$ cat src/rtl/sram_arb_pkg.sv
// Shared types and constants for the SRAM access arbiter.
package sram_arb_pkg;

    localparam int unsigned CNT_W = 4;

    typedef enum logic [1:0] {
        IDLE,
        ACCESS,
        DONE
    } state_e;

    typedef enum logic {
        OWN_IF,
        OWN_MEM
    } owner_e;

endpackage

$ cat src/rtl/sram_access_arbiter_if.sv
// Requester and SRAM-side signals of the arbiter; slave is the arbiter view.
interface sram_access_arbiter_if #(
    parameter int unsigned ADDR_W = 32,
    parameter int unsigned DATA_W = 32
) ();

    logic              if_req;
    logic [ADDR_W-1:0] if_addr;
    logic [DATA_W-1:0] if_rdata;
    logic              if_ready;
    logic              mem_rd_req;
    logic              mem_wr_req;
    logic [ADDR_W-1:0] mem_addr;
    logic [DATA_W-1:0] mem_wdata;
    logic [DATA_W-1:0] mem_rdata;
    logic              mem_ready;
    logic              freeze_if;
    logic              freeze_mem;
    logic [ADDR_W-3:0] sram_addr;
    logic [DATA_W-1:0] sram_wdata;
    logic [DATA_W-1:0] sram_rdata;
    logic              sram_we;
    logic              sram_oe;
    logic              busy;

    modport slave (
        input  if_req, if_addr, mem_rd_req, mem_wr_req, mem_addr, mem_wdata, sram_rdata,
        output if_rdata, if_ready, mem_rdata, mem_ready, freeze_if, freeze_mem,
               sram_addr, sram_wdata, sram_we, sram_oe, busy
    );

    modport master (
        output if_req, if_addr, mem_rd_req, mem_wr_req, mem_addr, mem_wdata, sram_rdata,
        input  if_rdata, if_ready, mem_rdata, mem_ready, freeze_if, freeze_mem,
               sram_addr, sram_wdata, sram_we, sram_oe, busy
    );

endinterface

$ cat src/rtl/sram_wait_counter.sv
// Loadable down-counter with zero flag; holds at zero rather than wrapping.
module sram_wait_counter
    import sram_arb_pkg::*;
(
    input  logic             clk,
    input  logic             rst,
    input  logic             load_i,
    input  logic [CNT_W-1:0] load_val_i,
    input  logic             dec_i,
    output logic             zero_o
);

    logic [CNT_W-1:0] count_q, count_d;

    always_comb begin
        count_d = count_q;
        if (load_i) begin
            count_d = load_val_i;
        end else if (dec_i && (count_q != '0)) begin
            count_d = count_q - 1'b1;
        end
    end

    always_ff @(posedge clk) begin
        if (rst) begin
            count_q <= '0;
        end else begin
            count_q <= count_d;
        end
    end

    assign zero_o = (count_q == '0);

endmodule

$ cat src/rtl/sram_access_arbiter.sv
// Arbitrates fetch and data accesses onto one fixed-latency single-port SRAM.
module sram_access_arbiter
    import sram_arb_pkg::*;
#(
    parameter int unsigned ADDR_W      = 32,
    parameter int unsigned DATA_W      = 32,
    parameter int unsigned WAIT_CYCLES = 4
) (
    input logic                  clk,
    input logic                  rst,
    sram_access_arbiter_if.slave bus
);

    state_e              state_q;
    owner_e              owner_q, last_owner_q;
    logic                we_q;
    logic [ADDR_W-3:0]   addr_q;
    logic [DATA_W-1:0]   wdata_q;
    logic [DATA_W-1:0]   if_rdata_q, mem_rdata_q;
    logic                if_ready_q, mem_ready_q;
    logic                sram_we_q, sram_oe_q;

    logic mem_req, req_any, grant_mem, grant_we, cnt_load, cnt_zero;

    assign mem_req   = bus.mem_rd_req | bus.mem_wr_req;
    assign req_any   = mem_req | bus.if_req;
    // On contention the requester that did not go last wins.
    assign grant_mem = mem_req & (~bus.if_req | (last_owner_q == OWN_IF));
    assign grant_we  = grant_mem & bus.mem_wr_req;
    assign cnt_load  = (state_q == IDLE) & req_any;

    logic unused_addr_lsbs;
    assign unused_addr_lsbs = ^{bus.if_addr[1:0], bus.mem_addr[1:0]};

    sram_wait_counter u_wait_counter (
        .clk        (clk),
        .rst        (rst),
        .load_i     (cnt_load),
        .load_val_i (CNT_W'(WAIT_CYCLES - 1)),
        .dec_i      (state_q == ACCESS),
        .zero_o     (cnt_zero)
    );

    always_ff @(posedge clk) begin
        if (rst) begin
            state_q      <= IDLE;
            owner_q      <= OWN_IF;
            last_owner_q <= OWN_IF;
            we_q         <= 1'b0;
            addr_q       <= '0;
            wdata_q      <= '0;
            if_rdata_q   <= '0;
            mem_rdata_q  <= '0;
            if_ready_q   <= 1'b0;
            mem_ready_q  <= 1'b0;
            sram_we_q    <= 1'b0;
            sram_oe_q    <= 1'b0;
        end else begin
            if_ready_q  <= 1'b0;
            mem_ready_q <= 1'b0;
            unique case (state_q)
                IDLE: begin
                    if (req_any) begin
                        owner_q   <= grant_mem ? OWN_MEM : OWN_IF;
                        addr_q    <= grant_mem ? bus.mem_addr[ADDR_W-1:2]
                                               : bus.if_addr[ADDR_W-1:2];
                        wdata_q   <= bus.mem_wdata;
                        we_q      <= grant_we;
                        sram_we_q <= grant_we;
                        sram_oe_q <= ~grant_we;
                        state_q   <= ACCESS;
                    end
                end
                ACCESS: begin
                    if (cnt_zero) begin
                        if (!we_q) begin
                            if (owner_q == OWN_MEM) mem_rdata_q <= bus.sram_rdata;
                            else                    if_rdata_q  <= bus.sram_rdata;
                        end
                        if (owner_q == OWN_MEM) mem_ready_q <= 1'b1;
                        else                    if_ready_q  <= 1'b1;
                        sram_we_q <= 1'b0;
                        sram_oe_q <= 1'b0;
                        state_q   <= DONE;
                    end
                end
                DONE: begin
                    last_owner_q <= owner_q;
                    state_q      <= IDLE;
                end
                default: state_q <= IDLE;
            endcase
        end
    end

    assign bus.if_rdata   = if_rdata_q;
    assign bus.if_ready   = if_ready_q;
    assign bus.mem_rdata  = mem_rdata_q;
    assign bus.mem_ready  = mem_ready_q;
    assign bus.sram_addr  = addr_q;
    assign bus.sram_wdata = wdata_q;
    assign bus.sram_we    = sram_we_q;
    assign bus.sram_oe    = sram_oe_q;
    assign bus.busy       = (state_q != IDLE);
    assign bus.freeze_if  = bus.if_req & ~if_ready_q;
    assign bus.freeze_mem = mem_req & ~mem_ready_q;

endmodule

$ cat src/flat_wrapper.sv
// flat-port wrapper written by rule: the top's interface ports become plain ports
module sram_access_arbiter_flat import sram_arb_pkg::*;
#(
    parameter int unsigned ADDR_W      = 32,
    parameter int unsigned DATA_W      = 32,
    parameter int unsigned WAIT_CYCLES = 4
)
  (clk, rst, bus_if_req, bus_if_addr, bus_mem_rd_req, bus_mem_wr_req, bus_mem_addr, bus_mem_wdata, bus_sram_rdata, bus_if_rdata, bus_if_ready, bus_mem_rdata, bus_mem_ready, bus_freeze_if, bus_freeze_mem, bus_sram_addr, bus_sram_wdata, bus_sram_we, bus_sram_oe, bus_busy);
  sram_access_arbiter_if #(.ADDR_W(ADDR_W), .DATA_W(DATA_W)) bus_i ();
  input logic clk;
  input logic rst;
  input wire logic [$bits(bus_i.if_req)-1:0] bus_if_req;
  input wire logic [$bits(bus_i.if_addr)-1:0] bus_if_addr;
  input wire logic [$bits(bus_i.mem_rd_req)-1:0] bus_mem_rd_req;
  input wire logic [$bits(bus_i.mem_wr_req)-1:0] bus_mem_wr_req;
  input wire logic [$bits(bus_i.mem_addr)-1:0] bus_mem_addr;
  input wire logic [$bits(bus_i.mem_wdata)-1:0] bus_mem_wdata;
  input wire logic [$bits(bus_i.sram_rdata)-1:0] bus_sram_rdata;
  output wire logic [$bits(bus_i.if_rdata)-1:0] bus_if_rdata;
  output wire logic [$bits(bus_i.if_ready)-1:0] bus_if_ready;
  output wire logic [$bits(bus_i.mem_rdata)-1:0] bus_mem_rdata;
  output wire logic [$bits(bus_i.mem_ready)-1:0] bus_mem_ready;
  output wire logic [$bits(bus_i.freeze_if)-1:0] bus_freeze_if;
  output wire logic [$bits(bus_i.freeze_mem)-1:0] bus_freeze_mem;
  output wire logic [$bits(bus_i.sram_addr)-1:0] bus_sram_addr;
  output wire logic [$bits(bus_i.sram_wdata)-1:0] bus_sram_wdata;
  output wire logic [$bits(bus_i.sram_we)-1:0] bus_sram_we;
  output wire logic [$bits(bus_i.sram_oe)-1:0] bus_sram_oe;
  output wire logic [$bits(bus_i.busy)-1:0] bus_busy;
  assign bus_i.if_req = bus_if_req;
  assign bus_i.if_addr = bus_if_addr;
  assign bus_i.mem_rd_req = bus_mem_rd_req;
  assign bus_i.mem_wr_req = bus_mem_wr_req;
  assign bus_i.mem_addr = bus_mem_addr;
  assign bus_i.mem_wdata = bus_mem_wdata;
  assign bus_i.sram_rdata = bus_sram_rdata;
  assign bus_if_rdata = bus_i.if_rdata;
  assign bus_if_ready = bus_i.if_ready;
  assign bus_mem_rdata = bus_i.mem_rdata;
  assign bus_mem_ready = bus_i.mem_ready;
  assign bus_freeze_if = bus_i.freeze_if;
  assign bus_freeze_mem = bus_i.freeze_mem;
  assign bus_sram_addr = bus_i.sram_addr;
  assign bus_sram_wdata = bus_i.sram_wdata;
  assign bus_sram_we = bus_i.sram_we;
  assign bus_sram_oe = bus_i.sram_oe;
  assign bus_busy = bus_i.busy;
  sram_access_arbiter #(.ADDR_W(ADDR_W), .DATA_W(DATA_W), .WAIT_CYCLES(WAIT_CYCLES)) u_core (.clk(clk), .rst(rst), .bus(bus_i));
endmodule
$ cat config.mk
export PLATFORM = sky130hd
export DESIGN_NAME = sram_access_arbiter_flat
export DESIGN_NICKNAME = d
export VERILOG_FILES = /design/src/rtl/sram_arb_pkg.sv /design/src/rtl/sram_access_arbiter_if.sv /design/src/rtl/sram_wait_counter.sv /design/src/rtl/sram_access_arbiter.sv /design/src/flat_wrapper.sv
export SDC_FILE = /design/constraint.sdc
export NUM_CORES = 1
export LEC_CHECK = 0
export ABC_CLOCK_PERIOD_IN_PS = 2100
export CAP_MARGIN = 25
export CORE_ASPECT_RATIO = 1.4
export CORE_MARGIN = 3
export CORE_UTILIZATION = 57
export DETAILED_ROUTE_END_ITERATION = 12
export DONT_BUFFER_PORTS = 1
export PLACE_DENSITY = 0.79
export SYNTH_ARGS = -nofsm -noshare
export SYNTH_HDL_FRONTEND = slang
export SYNTH_HIERARCHICAL = 1
export SYNTH_SLANG_ARGS = --single-unit
$ cat constraint.sdc
create_clock -name clk -period 2.1 [get_ports clk]
set_input_delay 0.21 -clock clk [delete_from_list [all_inputs] [get_ports clk]]
set_output_delay 0.21 -clock clk [all_outputs]
set_load 0.02 [all_outputs]
[Word level (Yosys, flattened, before mapping)]
Cells that the tools add are included.
Storage, ports and cells
  register bits after elaboration: 139
  output and inout port bits: 133
  word-level logic and storage cells: 64
Operators by class
  $add $sub $neg: 1
  equality and inequality tests: 4
  mux-type cells: 14
  bitwise logic cells: 17
  reduce and logical (&&, ||, !) cells: 14
Operator list (number)
  $mux 30: 1
  $not 1->1: 9
  $mux 2: 4
  $reduce_and 4->1: 2
  $mux 1: 6
  $reduce_bool 2->1: 3
  $and 1x1->1: 5
  $logic_not 4->1: 1
  $ne 2x1->1 const B: 2
  $pmux 1 s2: 2
  $pmux 2 s2: 1
  $reduce_and 2->1: 2
  $reduce_bool 4->1: 1
  $sub 4x1->4 const B: 1
  $or 1x1->1: 3
  $reduce_and 3->1: 1
  $reduce_or 3->1: 1
  $eq 2x1->1 const B: 1
  $eq 2x2->1 const B: 1
  $logic_not 2->1: 1
  $reduce_or 2->1: 1
  $logic_and 1x1->1: 1

[Logic depth before layout (Yosys ltp)]
Gate-level depths: netlist of run 1.
  depth in word-level cells: 7
  gate-level depth with buffers: 9
  gate-level depth less buffers: 7

[By module]
Netlist of run 1, hierarchy kept.
Modules (own cells, without submodules)
  sram_access_arbiter: instances 1, cells each 604, area an instance 5541.6 sq um, seq. area each 2702.6 sq um
  sram_wait_counter: instances 1, cells each 29, area an instance 262.8 sq um, seq. area each 80.1 sq um

[Least setup slack after synthesis of run 1]
Ideal clock, no wire load.
  path kind: reg-to-reg
  start: register u_core.u_wait_counter.count_q[1]
  end: register u_core.mem_rdata_q[10], in the netlist u_core/bus.mem_rdata[10]
  library setup time: 0.120 ns
  arrival: 2.020 ns
  setup slack: -0.039 ns
  cell stages (with the launch flop): 10
  path buffers: 2
  cells stage by stage: dfxtp_1 -> inv_1 -> ha_1 -> or3b_4 -> inv_1 -> nand3b_4 -> or3b_1 -> buf_2 -> buf_6 -> mux2i_1
Between the ends
  cells in the longest elaborated chain, start to end: 2
RTL lines
  start: declaration: RTL line sram_wait_counter.sv:13  | logic [CNT_W-1:0] count_q, count_d;
  start signal: assignment: RTL line sram_wait_counter.sv:28  | count_q <= count_d;
  $logic_not 4->1: RTL line sram_wait_counter.sv:32  | assign zero_o = (count_q == '0);
  via u_core.cnt_zero: RTL line sram_access_arbiter.sv:23  | logic mem_req, req_any, grant_mem, grant_we, cnt_load, cnt_zero;
  $reduce_and 4->1 (no line)
  end signal: assignment: RTL line sram_access_arbiter.sv:77  | if (owner_q == OWN_MEM) mem_rdata_q <= bus.sram_rdata;
  end: declaration: RTL line sram_access_arbiter.sv:19  | logic [DATA_W-1:0] if_rdata_q, mem_rdata_q;
The timed path passes the listed nets, and every way through them passes these cells.
A chain may end at the register's enable or synchronous reset.

[Worst setup path in the final report of run 1]
  start: register u_core.u_wait_counter.count_q[1]
  end: register u_core.if_rdata_q[10], in the netlist u_core/bus.if_rdata[10]
Between the ends
  cells in the longest elaborated chain, start to end: 2
RTL lines
  $logic_not 4->1: RTL line sram_wait_counter.sv:32
  via u_core.cnt_zero: RTL line sram_access_arbiter.sv:23
  $reduce_and 4->1 (no line)
  end signal: assignment: RTL line sram_access_arbiter.sv:78  | else if_rdata_q <= bus.sram_rdata;
  end: declaration: RTL line sram_access_arbiter.sv:19
The timed path passes the listed nets, and every way through them passes these cells.

==> results by group, run 1 <==
STA
  – Final period utilization: 97.33%
  – Max-Slew Margin vs Limit: 59.50%
  – Post-route minimum period: 2.044 ns
  – Setup TNS: 0 ns
  – Final setup fails: 0
  – Setup Skew: 0.01265 ns
  – RSZ-0062 raised after global routing: yes
  – Worst-Margin Slew: 0.6075 ns
  – Hold_ws: 0.01408 ns
  – Final Hold Viols: 0
  – Max Freq: 0.4892 GHz
  – Final Max Tran Viols: 0

Finish
  – Design Area, Final: 0.007870 sq mm
  – Commonest non-fill, non-tap cell in the layout: dfxtp_1
  – Fillers: 574
  – Share of layout cells above drive strength 1: 10.03%
  – Most frequent cells in the layout: 137 x dfxtp_1, 114 x dlygate4sd3_1, 97 x nand2b_1
  – Layout Nets: 870
  – Diode count: 0
  – Area Overhead vs Synth: 35.59%
  – Final cell utilization of the core: 79.50%

Job
  – Max Cap Viol: 0

Detailed routing
  – TritonRoute pass-1 iters: 5
  – Initial detailed-routing violation count: 310
  – Total length of routed wires: 18680 um
  – Routed length per instance: 21.16 um
  – Via count: 5292
  – Drc violations: 0
  – ANT nets after route: 0
  – Vias/cell: 5.993

Synthesis
  – Register area share after synthesis: 47.94%
  – Post-Syn Instances: 633
  – Top post-synthesis cells by area: dfxtp_1 48%, mux2i_1 11%, nand2b_1 10%
  – #FFs+latches synth: 139
  – Synth Cell Area: 0.005804 sq mm
  – Asr flop ratio synth: 0%
  – Number of synthesized flops with an enable pin: 0
  – Distinct cells, synth: 37
  – Synth Flop Type: dfxtp_1
  – Area leader, netlist: dfxtp_1
  – Yosys top cell area share: 47.94%
  – Synth Area per Inst: 9.170 sq um
  – Yosys warns: 6

Clock tree
  – Clock transition at the registers of the reported paths: 0.06 ns
  – Num CTS Buffers: 17
  – Clock latency on the worst-skew pair: 0.40 ns
  – CTS tree: done
  – CTS sink count: 139
  – CTS root buf: clkbuf_16
  – H-tree Lvls: 4
  – Clk buf depth: 2

Placement
  – Post-DP Area: 0.005912 sq mm
  – Hpwl dp: 9647 um
  – Gpl congestion: 0.7739
  – PortBufs: 0

Floorplan
  – Die width: 91.29 um
  – Core Region: 0.009899 sq mm
  – Starting density of the core: 58.63%
  – Die ar.: 0.01145 sq mm
  – Rows: 43
  – IO Pins: 266
  – Die height: 125.4 um

Pwr
  – Pwr/cell area: 988.2 mW/mm^2
  – Pleak: 3.153 nW
  – Worst VDD drop: 0.0008165 V
  – Design Power: 0.007777 W

Critical path
  – CP max FO: 8
  – Critical path launch point type: flip-flop
  – R2r setup slk: 0.06 ns
  – Critical path endpoint category: flip-flop
  – Setup crit end: u_core/bus.if_rdata[10]$_SDFFE_PP0P_
  – Critical path class: flip-flop to flip-flop
  – R2R depth: 10
  – Reg2reg end: u_core/bus.if_rdata[10]$_SDFFE_PP0P_
  – Arrival time at the worst endpoint: 2.36 ns
  – Reg-to-reg startpoint: u_core/u_wait_counter/count_q[1]$_SDFFE_PP0P_
  – Critical path origin: u_core/u_wait_counter/count_q[1]$_SDFFE_PP0P_
  – Critical Path RT: 2.42 ns

Run status
  – Status: complete, no violations

Worst hold path
  – Hold Path Class: input port to flip-flop

Global routing
  – Vias in the first global route: 5405
  – Initial antenna violation count: 0
  – Total grt overflow: 0
  – Total track usage: 30.50%
  – First-pass GRT wire length: 27970 um
  – Largest net degree at the start of global routing: 89
area by class of cell:
type / instances / area [sq um] / share of cell area (%)
multi-input combinational: 434 / 2816 / 35.79
sequential: 139 / 2785 / 35.39
timing repair buffer: 138 / 1454 / 18.47
clock buffer: 18 / 429.2 / 5.453
clock inverter: 13 / 191.4 / 2.432
tap: 135 / 168.9 / 2.146
inverter: 6 / 25.02 / 0.3180
per-stage QoR:
stage               worst slack (ns)  instances
global placement             0.03759        729
CTS                          0.05725        876
detailed placement          -0.01061        729
global route                -0.03392        883
floorplan                    0.02598        635
finish                       0.05602        883
flip-flops by register name, indices dropped and copies added (netlist names), 2 cells and up:
name,cells
u_core/u_wait_counter/count_q,4
u_core/state_q,2
u_core/bus.sram_addr,30
u_core/bus.if_rdata,32
u_core/bus.sram_wdata,32
u_core/bus.mem_rdata,32
worst max-delay path: stages (launching register included):
cell	delay, ns
dfxtp_2	0.33
inv_2	0.07
ha_4	0.13
or3b_4	0.40
inv_4	0.07
nand3b_4	0.08
buf_6	0.13
nor3_4	0.20
buf_12	0.15
clkbuf_16	0.16
mux2i_1	0.23
how the worst min path moves through the flow:
stage	start	to	slack, ns	depth (start not counted)
finish	bus_sram_rdata[7]	u_core/bus.mem_rdata[7]$_SDFFE_PP0P_	0.01	2
global placement	rst	u_core/bus.sram_addr[25]$_SDFFE_PP0P_	0.29	1
floorplan	rst	u_core/u_wait_counter/count_q[0]$_SDFFE_PP0P_	0.28	1
global route	bus_sram_rdata[12]	u_core/bus.mem_rdata[12]$_SDFFE_PP0P_	-0.002	2
detailed placement	rst	u_core/bus.sram_addr[22]$_SDFFE_PP0P_	0.30	1
CTS	bus_sram_rdata[12]	u_core/bus.mem_rdata[12]$_SDFFE_PP0P_	0.0001	2
synthesized netlist by cell type, types with 2 or more instances:
cell type,n
o211ai_1,2
buf_1,4
nand3_1,34
buf_2,19
nand2b_1,97
o21ai_0,21
nor2b_1,2
conb_1,2
nand2_1,65
buf_6,3
a311oi_1,32
clkbuf_1,30
mux2i_1,66
nor2_1,12
o21ai_1,13
a21oi_1,66
dfxtp_1,139
inv_1,5
nor3_1,3
power breakdown:
group	internal, W	switching, W	leakage, nW
logic	0.000597	0.000674	1.72
registers	0.00289	0.000481	1.14
clock network	0.00199	0.00114	0.293
timing repair:
item,CTS,global route
pin swaps,0,2
endpoints found under the setup margin,31,48
hold endpoints to repair,116,0
buffers inserted,0,4
hold buffers,115,0
cloned,1,3
resized for setup,2,9
metal layers:
metal	share of wire (%)	track usage, %
met1	35	33.84
met2	50	51.26
met3	11	11.43
met4	3.8	14.56
met5	0	0
cells by family (layout without fill, tap and decap cells):
logic type | count (synthesis) | after routing | share of synthesized area (%)
buf+inv | 62 | 175 | 4.807
flops | 139 | 139 | 47.94
simple gates | 221 | 221 | 20.33
other cells | 2 | 4 | 0.1294
compound gates | 142 | 142 | 15.20
mux | 66 | 66 | 11.38
fa+ha+maj | 1 | 1 | 0.2155
(Power assumes the default switching activity.)
==> run 2, diff against run 1 <==
--- a/config.mk
+++ b/config.mk
@@ -13,6 +13,7 @@
 export DETAILED_ROUTE_END_ITERATION = 12
 export DONT_BUFFER_PORTS = 1
 export PLACE_DENSITY = 0.79
+export SETUP_SLACK_MARGIN = 0.15
 export SYNTH_ARGS = -nofsm -noshare
 export SYNTH_HDL_FRONTEND = slang
 export SYNTH_HIERARCHICAL = 1
==> results by group, run 2 (synthesized netlist as in run 1, its figures left out) <==
Critical path
  – R2r setup slk: 0.005 ns (-0.05 ns)
  – Reg2reg end: u_core/bus.if_rdata[13]$_SDFFE_PP0P_
  – Critical path launch point type: flip-flop
  – Setup crit end: u_core/bus.if_rdata[13]$_SDFFE_PP0P_
  – Critical path class: flip-flop to flip-flop
  – Critical Path Stages: 10 (unchanged)
  – CP top delay family: simple AND/OR/NAND/NOR gates
  – Number of buffers and inverters on the critical path: 5 (unchanged)
  – Critical path endpoint category: flip-flop
  – Critical-path top delay cell: or3b_4
  – CP max FO: 8 (unchanged)
  – R2R depth: 10 (unchanged)
  – Critical path origin: u_core/u_wait_counter/count_q[1]$_SDFFE_PP0P_
  – Critical Path RT: 2.41 ns (about the same)
  – Arrival time at the worst endpoint: 2.40 ns (+0.04 ns)
  – Cells along the critical path: inv_4 > ha_4 > or3b_4 > inv_4 > nand3b_4 > buf_6 > nor3_4 > buf_12 > clkbuf_16 > mux2i_1
  – Reg-to-reg startpoint: u_core/u_wait_counter/count_q[1]$_SDFFE_PP0P_
  – Crit-path max cell delay: 0.39 ns (about the same)
  – Cell repeated most along the worst path: inv_4

Global routing
  – Total track usage: 33.08% (+2.6 points)
  – Vias in the first global route: 5686 (+5.2%)
  – Met3 Use GR: 11.31% (-0.12 points)
  – GR Util met2: 56.85% (+5.6 points)
  – Total grt overflow: 0 (unchanged)
  – Largest net degree at the start of global routing: 90 (+1.1%)
  – First-pass GRT wire length: 30140 um (+7.8%)
  – Grt met1 use: 35.51% (+1.7 points)
  – Top Usage Layer GRT: met2
  – Initial antenna violation count: 0 (unchanged)

STA
  – Post-route minimum period: 2.095 ns (+0.05079 ns)
  – Max-Slew Margin vs Limit: 61.96% (+2.5 points)
  – RSZ-0062 raised after global routing: yes
  – Hold_ws: 0.01530 ns (+0.001214 ns)
  – Final Max Tran Viols: 0 (unchanged)
  – Final setup fails: 0 (unchanged)
  – Final Hold Viols: 0 (unchanged)
  – Final period utilization: 99.75% (+2.4 points)
  – Setup Skew: 0.01103 ns (-0.001621 ns)
  – Worst-Margin Slew: 0.5706 ns (-0.03695 ns)
  – Worst Slack Setup Final: 0.005228 ns (-0.05079 ns)
  – Max Freq: 0.4774 GHz (-2.4%)

Floorplan
  – Die height: 125.4 um (unchanged)
  – Core Region: 0.009899 sq mm (unchanged)
  – Starting density of the core: 58.63% (unchanged)
  – Die width: 91.29 um (unchanged)
  – Rows: 43 (unchanged)
  – IO Pins: 266 (unchanged)
  – Die ar.: 0.01145 sq mm (unchanged)

Pwr
  – Seq pwr share: 43.4% (about the same)
  – Pleak: 3.197 nW (+1.4%)
  – Sw Ratio: 30.23% (+0.72 points)
  – Worst VDD drop: 0.0006255 V (-23%)
  – Clock power frac: 39.6% (-0.7 points)
  – Net switching power: 0.002351 W (+2.5%)
  – Combinational Power Share: 17.0% (+0.7 points)
  – Pwr/cell area: 976.5 mW/mm^2 (-1.2%)
  – Internal Power: 0.005426 W (-1.0%)

Detailed routing
  – Total length of routed wires: 20020 um (+7.2%)
  – TritonRoute pass-1 iters: 6 (+1)
  – Via count: 5471 (+3.4%)
  – Drc violations: 0 (unchanged)
  – ANT nets after route: 0 (unchanged)
  – Routed length per instance: 22.45 um (+6.1%)
  – Initial detailed-routing violation count: 468 (+51%)
  – Vias/cell: 6.133 (+2.3%)

Finish
  – Area Overhead vs Synth: 37.23%
  – Most frequent cells in the layout: 137 x dfxtp_1, 116 x dlygate4sd3_1, 97 x nand2b_1
  – Diode count: 0 (unchanged)
  – Commonest non-fill, non-tap cell in the layout: dfxtp_1
  – Layout Nets: 878 (+0.92%)
  – Share of layout cells above drive strength 1: 10.83% (+0.81 points)

Clock tree
  – CTS sink count: 139 (unchanged)
  – Clock latency on the worst-skew pair: 0.41 ns (about the same)
  – H-tree Lvls: 4 (unchanged)
  – Clk buf depth: 2 (unchanged)
  – Num CTS Buffers: 17 (unchanged)
  – Clock transition at the registers of the reported paths: 0.06 ns (about the same)
  – CTS root buf: clkbuf_16
  – CTS tree: done

Placement
  – PortBufs: 0 (unchanged)
  – Gpl congestion: 0.8108 (+4.8%)
  – Hpwl dp: 9637 um (-0.11%)
  – Setup WS pre-CTS: -0.003864 ns (+0.006748 ns)

Job
  – Max Cap Viol: 0 (unchanged)

Worst hold path
  – Hold path start: bus_sram_rdata[25]
  – Hold Path Class: input port to flip-flop

Run status
  – Status: complete, no violations
[run 2: metrics by stage]
stage                     cells  instance area, sq um  setup TNS, ns  utilization [%]  power, W
after floorplan             635                  5851              0                -  0.004113
after detailed placement    727                  5896      -0.006472            59.56  0.004306
final                       892                  7965              0            80.46  0.007778
after global routing        892                  7965       -0.05685            80.46  0.008033
after CTS                   884                  7801              0            78.80  0.007601
after global placement      727                  5896              0            59.56  0.004258
[run 2: cell type report]
type                       instances  area, sq um
tap                              135        168.9
sequential                       139         2785
inverter                           6        27.53
fill                             555         1934
timing repair buffer             146         1544
clock inverter                    12        163.9
clock buffer                      20        446.7
multi-input combinational        434         2829
[run 2: what timing repair did]
| action | 4_1_cts | 5_1_grt |
|---|---|---|
| setup buffers | 7 | 3 |
| endpoints found under the setup margin | 64 | 64 |
| pin swaps | 1 | 2 |
| hold endpoints to repair | 117 | 2 |
| gates cloned | 2 | 4 |
| resized for setup | 6 | 6 |
| hold buffers | 116 | 1 |
[run 2: power groups by stage]
stage,Clock [W],Combinational [W],Sequential (W)
after global placement,0,0.000848,0.00341
after detailed placement,0,0.000889,0.00342
final,0.00308,0.00132,0.00338
after global routing,0.00323,0.00141,0.00340
after floorplan,0,0.000768,0.00334
after CTS,0.00308,0.00116,0.00336
[run 2: worst min-delay path by stage]
stage	cells after the start	to	slack, ns
after floorplan	1	u_core/u_wait_counter/count_q[0]$_SDFFE_PP0P_	0.28
after global placement	1	u_core/bus.sram_addr[23]$_SDFFE_PP0P_	0.29
after detailed placement	1	u_core/bus.sram_wdata[17]$_SDFFE_PP0P_	0.30
after CTS	2	u_core/bus.mem_rdata[11]$_SDFFE_PP0P_	0.0003
after global routing	2	u_core/bus.mem_rdata[0]$_SDFFE_PP0P_	-0.0003
final	2	u_core/bus.if_rdata[25]$_SDFFE_PP0P_	0.02
[run 2: worst reg2reg max path: stages, from the launching register on]
cell and delay [ns]:
dfxtp_2 0.34, inv_4 0.06, ha_4 0.12, or3b_4 0.39, inv_4 0.07, nand3b_4 0.08
buf_6 0.13, nor3_4 0.21, buf_12 0.15, clkbuf_16 0.17, mux2i_1 0.27
[run 2: metal layers]
metal	part of all wire, %	vias up
met5	0	-
met3	10	75
li1	-	2427
met1	34	2563
met2	51	406
met4	4.1	0
